## config.mk

```make
export PLATFORM = sky130hd
export DESIGN_NAME = f_fetch_unit
export DESIGN_NICKNAME = d
export VERILOG_FILES = /design/src/rtl/f_fetch_unit_pkg.sv /design/src/rtl/f_fetch_unit_fd_reg.sv /design/src/rtl/f_fetch_unit.sv
export SDC_FILE = /design/constraint.sdc
export NUM_CORES = 1
export LEC_CHECK = 0
export CAP_MARGIN = 40
export CORE_UTILIZATION = 30
export CTS_CLUSTER_SIZE = 12
export DETAILED_ROUTE_END_ITERATION = 6
export PLACE_DENSITY_LB_ADDON = 0.05
export SLEW_MARGIN = 10
export SYNTH_ARGS = -nofsm -noshare
export SYNTH_HDL_FRONTEND = slang
export SYNTH_SLANG_ARGS = --single-unit
```

## constraint.sdc

```tcl
create_clock -name clk -period 2.4 [get_ports clk]
set_clock_uncertainty 0.1 [all_clocks]
set_input_delay 0.48 -clock clk [delete_from_list [all_inputs] [get_ports clk]]
set_output_delay 0.48 -clock clk [all_outputs]
set_load 0.01 [all_outputs]
```

## src/rtl/f_fetch_unit_pkg.sv

```systemverilog
// Shared constants, state encoding and F/D register layout for the F-stage fetch unit.
package f_fetch_unit_pkg;
   localparam logic [31:0] RESET_PC = 32'h0000_3000;
   localparam logic [31:0] EXC_PC   = 32'h0000_4180;
   localparam logic [31:0] IMEM_LO  = 32'h0000_3000;
   localparam logic [31:0] IMEM_HI  = 32'h0000_6FFF;
   localparam logic [4:0]  EXC_ADEL = 5'd4;

   typedef enum logic [1:0] {
      S_REQ   = 2'd0,
      S_HELD  = 2'd1,
      S_DRAIN = 2'd2
   } state_t;

   typedef struct packed {
      logic [31:0] pc;
      logic [31:0] instr;
      logic [4:0]  exccode;
      logic        bd;
   } fd_t;
endpackage

```

## src/rtl/f_fetch_unit_fd_reg.sv

```systemverilog
// F/D pipeline register: load on enable, synchronous flush to the handler entry, async clear.
module fd_reg
   import f_fetch_unit_pkg::*;
(
   input  logic clk,
   input  logic rst_n,
   input  logic en,
   input  logic flush,
   input  fd_t  d,
   output fd_t  q
);
   always_ff @(posedge clk or negedge rst_n) begin
      if (!rst_n) begin
         q <= '0;
      end else if (flush) begin
         q.pc      <= EXC_PC;
         q.instr   <= '0;
         q.exccode <= '0;
         q.bd      <= 1'b0;
      end else if (en) begin
         q <= d;
      end
   end
endmodule

```

## src/rtl/f_fetch_unit.sv

```systemverilog
// F-stage fetch: PC register, imem handshake, AdEL detection, stall buffering and
// exception redirect with drain of an in-flight response.
module f_fetch_unit
   import f_fetch_unit_pkg::*;
(
   input  logic        clk,
   input  logic        rst_n,
   input  logic [31:0] npc,
   input  logic        stall,
   input  logic        req,
   input  logic        d_eret,
   input  logic        d_is_jump,
   output logic        imem_req,
   output logic [31:0] imem_addr,
   input  logic        imem_rvalid,
   input  logic [31:0] imem_rdata,
   output logic [31:0] f_pc,
   output logic        f_wait,
   output logic [31:0] fd_pc,
   output logic [31:0] fd_instr,
   output logic [4:0]  fd_exccode,
   output logic        fd_bd
);
   state_t      state, state_nxt;
   logic [31:0] pc_q, pc_nxt;
   logic [31:0] buf_q, buf_nxt;
   logic [31:0] redir_q, redir_nxt;
   logic        adel, complete;
   logic [31:0] word;
   fd_t         fd_d, fd_q;

   assign adel = (pc_q[1:0] != 2'b00) || (pc_q < IMEM_LO) || (pc_q > IMEM_HI);

   always_ff @(posedge clk or negedge rst_n) begin
      if (!rst_n) begin
         state   <= S_REQ;
         pc_q    <= RESET_PC;
         buf_q   <= '0;
         redir_q <= '0;
      end else begin
         state   <= state_nxt;
         pc_q    <= pc_nxt;
         buf_q   <= buf_nxt;
         redir_q <= redir_nxt;
      end
   end

   always_comb begin
      imem_req  = 1'b0;
      f_wait    = 1'b0;
      complete  = 1'b0;
      state_nxt = state;
      pc_nxt    = pc_q;
      buf_nxt   = buf_q;
      redir_nxt = redir_q;
      case (state)
         S_REQ: begin
            imem_req = !adel;
            f_wait   = !imem_rvalid && !adel;
            complete = imem_rvalid || adel;
         end
         S_HELD:  complete = 1'b1;
         S_DRAIN: begin
            imem_req = 1'b1;
            f_wait   = 1'b1;
         end
         default: state_nxt = S_REQ;
      endcase

      if (req) begin
         buf_nxt = '0;
         // A response still owed by memory must be swallowed before the redirect PC is fetched.
         if (f_wait && !(state == S_DRAIN && imem_rvalid)) begin
            state_nxt = S_DRAIN;
            redir_nxt = EXC_PC;
         end else begin
            pc_nxt    = EXC_PC;
            state_nxt = S_REQ;
         end
      end else if (state == S_DRAIN) begin
         if (imem_rvalid) begin
            pc_nxt    = redir_q;
            state_nxt = S_REQ;
         end
      end else if (complete) begin
         if (stall) begin
            state_nxt = S_HELD;
            if (state == S_REQ) buf_nxt = adel ? '0 : imem_rdata;
         end else begin
            pc_nxt    = npc;
            state_nxt = S_REQ;
         end
      end
   end

   assign word = (state == S_HELD) ? buf_q : imem_rdata;

   always_comb begin
      fd_d.pc      = pc_q;
      fd_d.instr   = (d_eret || adel) ? '0 : word;
      fd_d.exccode = adel ? EXC_ADEL : '0;
      fd_d.bd      = d_is_jump;
   end

   fd_reg u_fd_reg (
      .clk   (clk),
      .rst_n (rst_n),
      .en    (complete && !stall),
      .flush (req),
      .d     (fd_d),
      .q     (fd_q)
   );

   assign imem_addr  = pc_q;
   assign f_pc       = pc_q;
   assign fd_pc      = fd_q.pc;
   assign fd_instr   = fd_q.instr;
   assign fd_exccode = fd_q.exccode;
   assign fd_bd      = fd_q.bd;
endmodule

```

==> metrics.cfg, run 1 <==
[die]
core-area_mm2=0.0195
die-area_mm2=0.0204
start_util_pct=30.5
die_h_um=143
die_w_um=143
num_rows=51
io_pins=207

[routing]
drt_first_pass_iters=5
vias=4876
wl_um=17600
post-route-drc-count=0
viasPerCell=4.84
ant_nets=0
wl_per_cell_um=17.5
drtIter0Drc=195

[finish]
design_area_mm2=0.00907
layout_commonest_cell=clkdlybuf4s50_1
multi_input_area_mm2=0.00218
antenna_cells=0
final_core_util_pct=46.6
layout_common_cells=clkdlybuf4s50_1 (198), dfrtp_1 (131), nand2_1 (68)
nFillCells=1862
ff_latch_area_mm2=0.00333
final_nets=800
drive_above_1_share_pct=15.1
area_delta_synth_final_pct=52.5

[critical_path]
cp_max_fo=3
r2r_end=f_pc[19]
r2r_slack_ns=0.09
endpoint_kind=primary output
critPathRequiredTime_ns=1.82
r2r_start=f_pc[14]
worstSetupPathType=reg2out
critPathLaunch=f_pc[29]
start_kind=register
crit_arrival_ns=1.80
r2r_cells=9

[pwr]
p_seq_share_pct=40.3
switchingPower_uw=1460
combPwrFrac_pct=15.6
p_clk_share_pct=44.1
powerDensity_mw_per_mm2=648
p_int_uw=4420
p_sw_share_pct=24.9
irDropWorstVdd_v=0.000441
finalPower_uw=5880
leakage_uw=0.00387

[synthesis]
synth.distinct_cells=35
syn_inst=521
async_flop_share_pct=100
synth-edff-count=0
ys_ff_latch=133
synth_top_flop_cell=dfrtp_1
ys_seq_area_share_pct=56.0
syn-mean-instance-area_um2=11.4
synth_area_mm2=0.00594
synth_warnings=0

[clocking]
cts_tree=done
cts_max_level=4
insertion_delay_ns=0.41
cts_made_buffers=17
cts.sinks=133
clk_path_buf_depth=2
root_buffer=clkbuf_16
clk_pin_slew_ns=0.05

[sta]
finalCriticalPeriod_ns=2.38
setup_violations=0
fmax_mhz=420
rsz0062_at_grt=true
holdWs_ns=0.390
slew_violations=0
hold_violations=0
worst_slack_ns=0.0206
min_period_over_period_pct=99.1

[run]
cap_violations=0

[global_routing]
grt-ovfl-total=0
grt_pass1_wl_um=27800
grt_pass1_vias=5152
antenna_found_initial=0
grt.total_usage_pct=17.9
grt_max_degree=49

[hold_path]
holdPathEnd=redir_q[7]
min_path_type=reg2reg
hold_depth=1
holdCritStartpoint=redir_q[7]

[placed_design]
gp_congestion=0.766
portBuffers=202
place_ws_ns=-0.0581
dp_hpwl_um=12000
placed_cell_area_mm2=0.00841

[status]
status=complete, no violations

critical path: stages, from the launching register on:
cell and delay (ns):
dfrtp_1 0.41, nor4_4 0.31, nand2_2 0.11, nor3_4 0.22, nor2_1 0.08, nor2_1 0.11, buf_4 0.15
registers in the layout, indices dropped and copies added (netlist names):
| register | flops |
|---|---|
| buf_q | 32 |
| redir_q | 1 |
| f_pc | 32 |
| u_fd_reg.q | 66 |
| state | 2 |
stage by stage:
step,instances,setup TNS [ns]
3_5_place_dp,970,-0.0581
2_1_floorplan,524,0
6_report,1007,0
3_3_place_gp,970,-0.0328
4_1_cts,1006,-0.0810
5_1_grt,1007,-0.162
power groups by stage:
stage | clock network, uW | registers, uW | logic, uW
global route | 2770 | 2380 | 984
CTS | 2670 | 2370 | 926
global placement | 0 | 2410 | 907
floorplan | 0 | 2440 | 348
detailed placement | 0 | 2410 | 913
finish | 2590 | 2370 | 916
layout make-up:
cell class / instances / share of cell area, %
clock inverter: 11 / 1.37
sequential: 133 / 36.7
clock buffer: 21 / 5.19
inverter: 4 / 0.166
multi-input combinational: 309 / 24.1
tap: 265 / 3.66
timing repair buffer: 264 / 28.8
worst max-delay path by stage:
| stage | endpoint | depth (start not counted) |
|---|---|---|
| 2_1_floorplan | imem_req | 5 |
| 3_3_place_gp | imem_req | 6 |
| 3_5_place_dp | imem_req | 6 |
| 4_1_cts | imem_req | 7 |
| 5_1_grt | imem_req | 7 |
| 6_report | imem_req | 6 |
cells in the mapped netlist, drive strengths merged, types with 2 or more instances:
cell | number | area (um^2)
buf | 57 | 390
a21oi | 35 | 175
nand2 | 69 | 262
nor4 | 4 | 50.1
and3 | 2 | 12.5
dfstp | 2 | 52.6
mux2i | 35 | 350
a22o | 61 | 534
o211ai | 2 | 28.8
clkbuf | 21 | 78.8
nor2 | 12 | 45.0
dfrtp | 131 | 3280
nor3 | 7 | 46.3
inv | 4 | 15.0
nand3b | 32 | 240
o31ai | 32 | 240
cells by family (layout without fill, tap and decap cells):
family | Yosys count | in the layout | share of synthesized area (%)
flip-flops | 133 | 133 | 56.0
other | 1 | 4 | 0.0631
AND/OR/NAND/NOR | 131 | 131 | 11.6
buffers and inverters | 82 | 300 | 8.15
AO/OA/AOI/OAI | 139 | 139 | 18.2
multiplexers | 35 | 35 | 5.89
routing by layer:
layer	global-route usage [%]	part of all wire [%]	vias up
li1	-	-	2262
met1	22.8	45	2430
met2	29.3	48	163
met3	4.29	5.9	21
met4	6.85	1.7	0
met5	0	0	-
repair_timing:
action                                 4_1_cts  5_1_grt
hold buffers                                 1        0
endpoints found under the hold margin       43        0
setup endpoints to repair                    2       11
gates resized for setup                     12        3
setup buffers                                3        1
pin swaps                                    1        1
Power figures use the tool's default switching activity.
==> run 2, diff against run 1 <==
--- a/config.mk
+++ b/config.mk
@@ -5,6 +5,7 @@
 export SDC_FILE = /design/constraint.sdc
 export NUM_CORES = 1
 export LEC_CHECK = 0
+export ABC_AREA = 0
 export CAP_MARGIN = 40
 export CORE_UTILIZATION = 30
 export CTS_CLUSTER_SIZE = 12
==> results of run 2 <==
The final DEF is identical to that of run 1; final timing and power are the same.
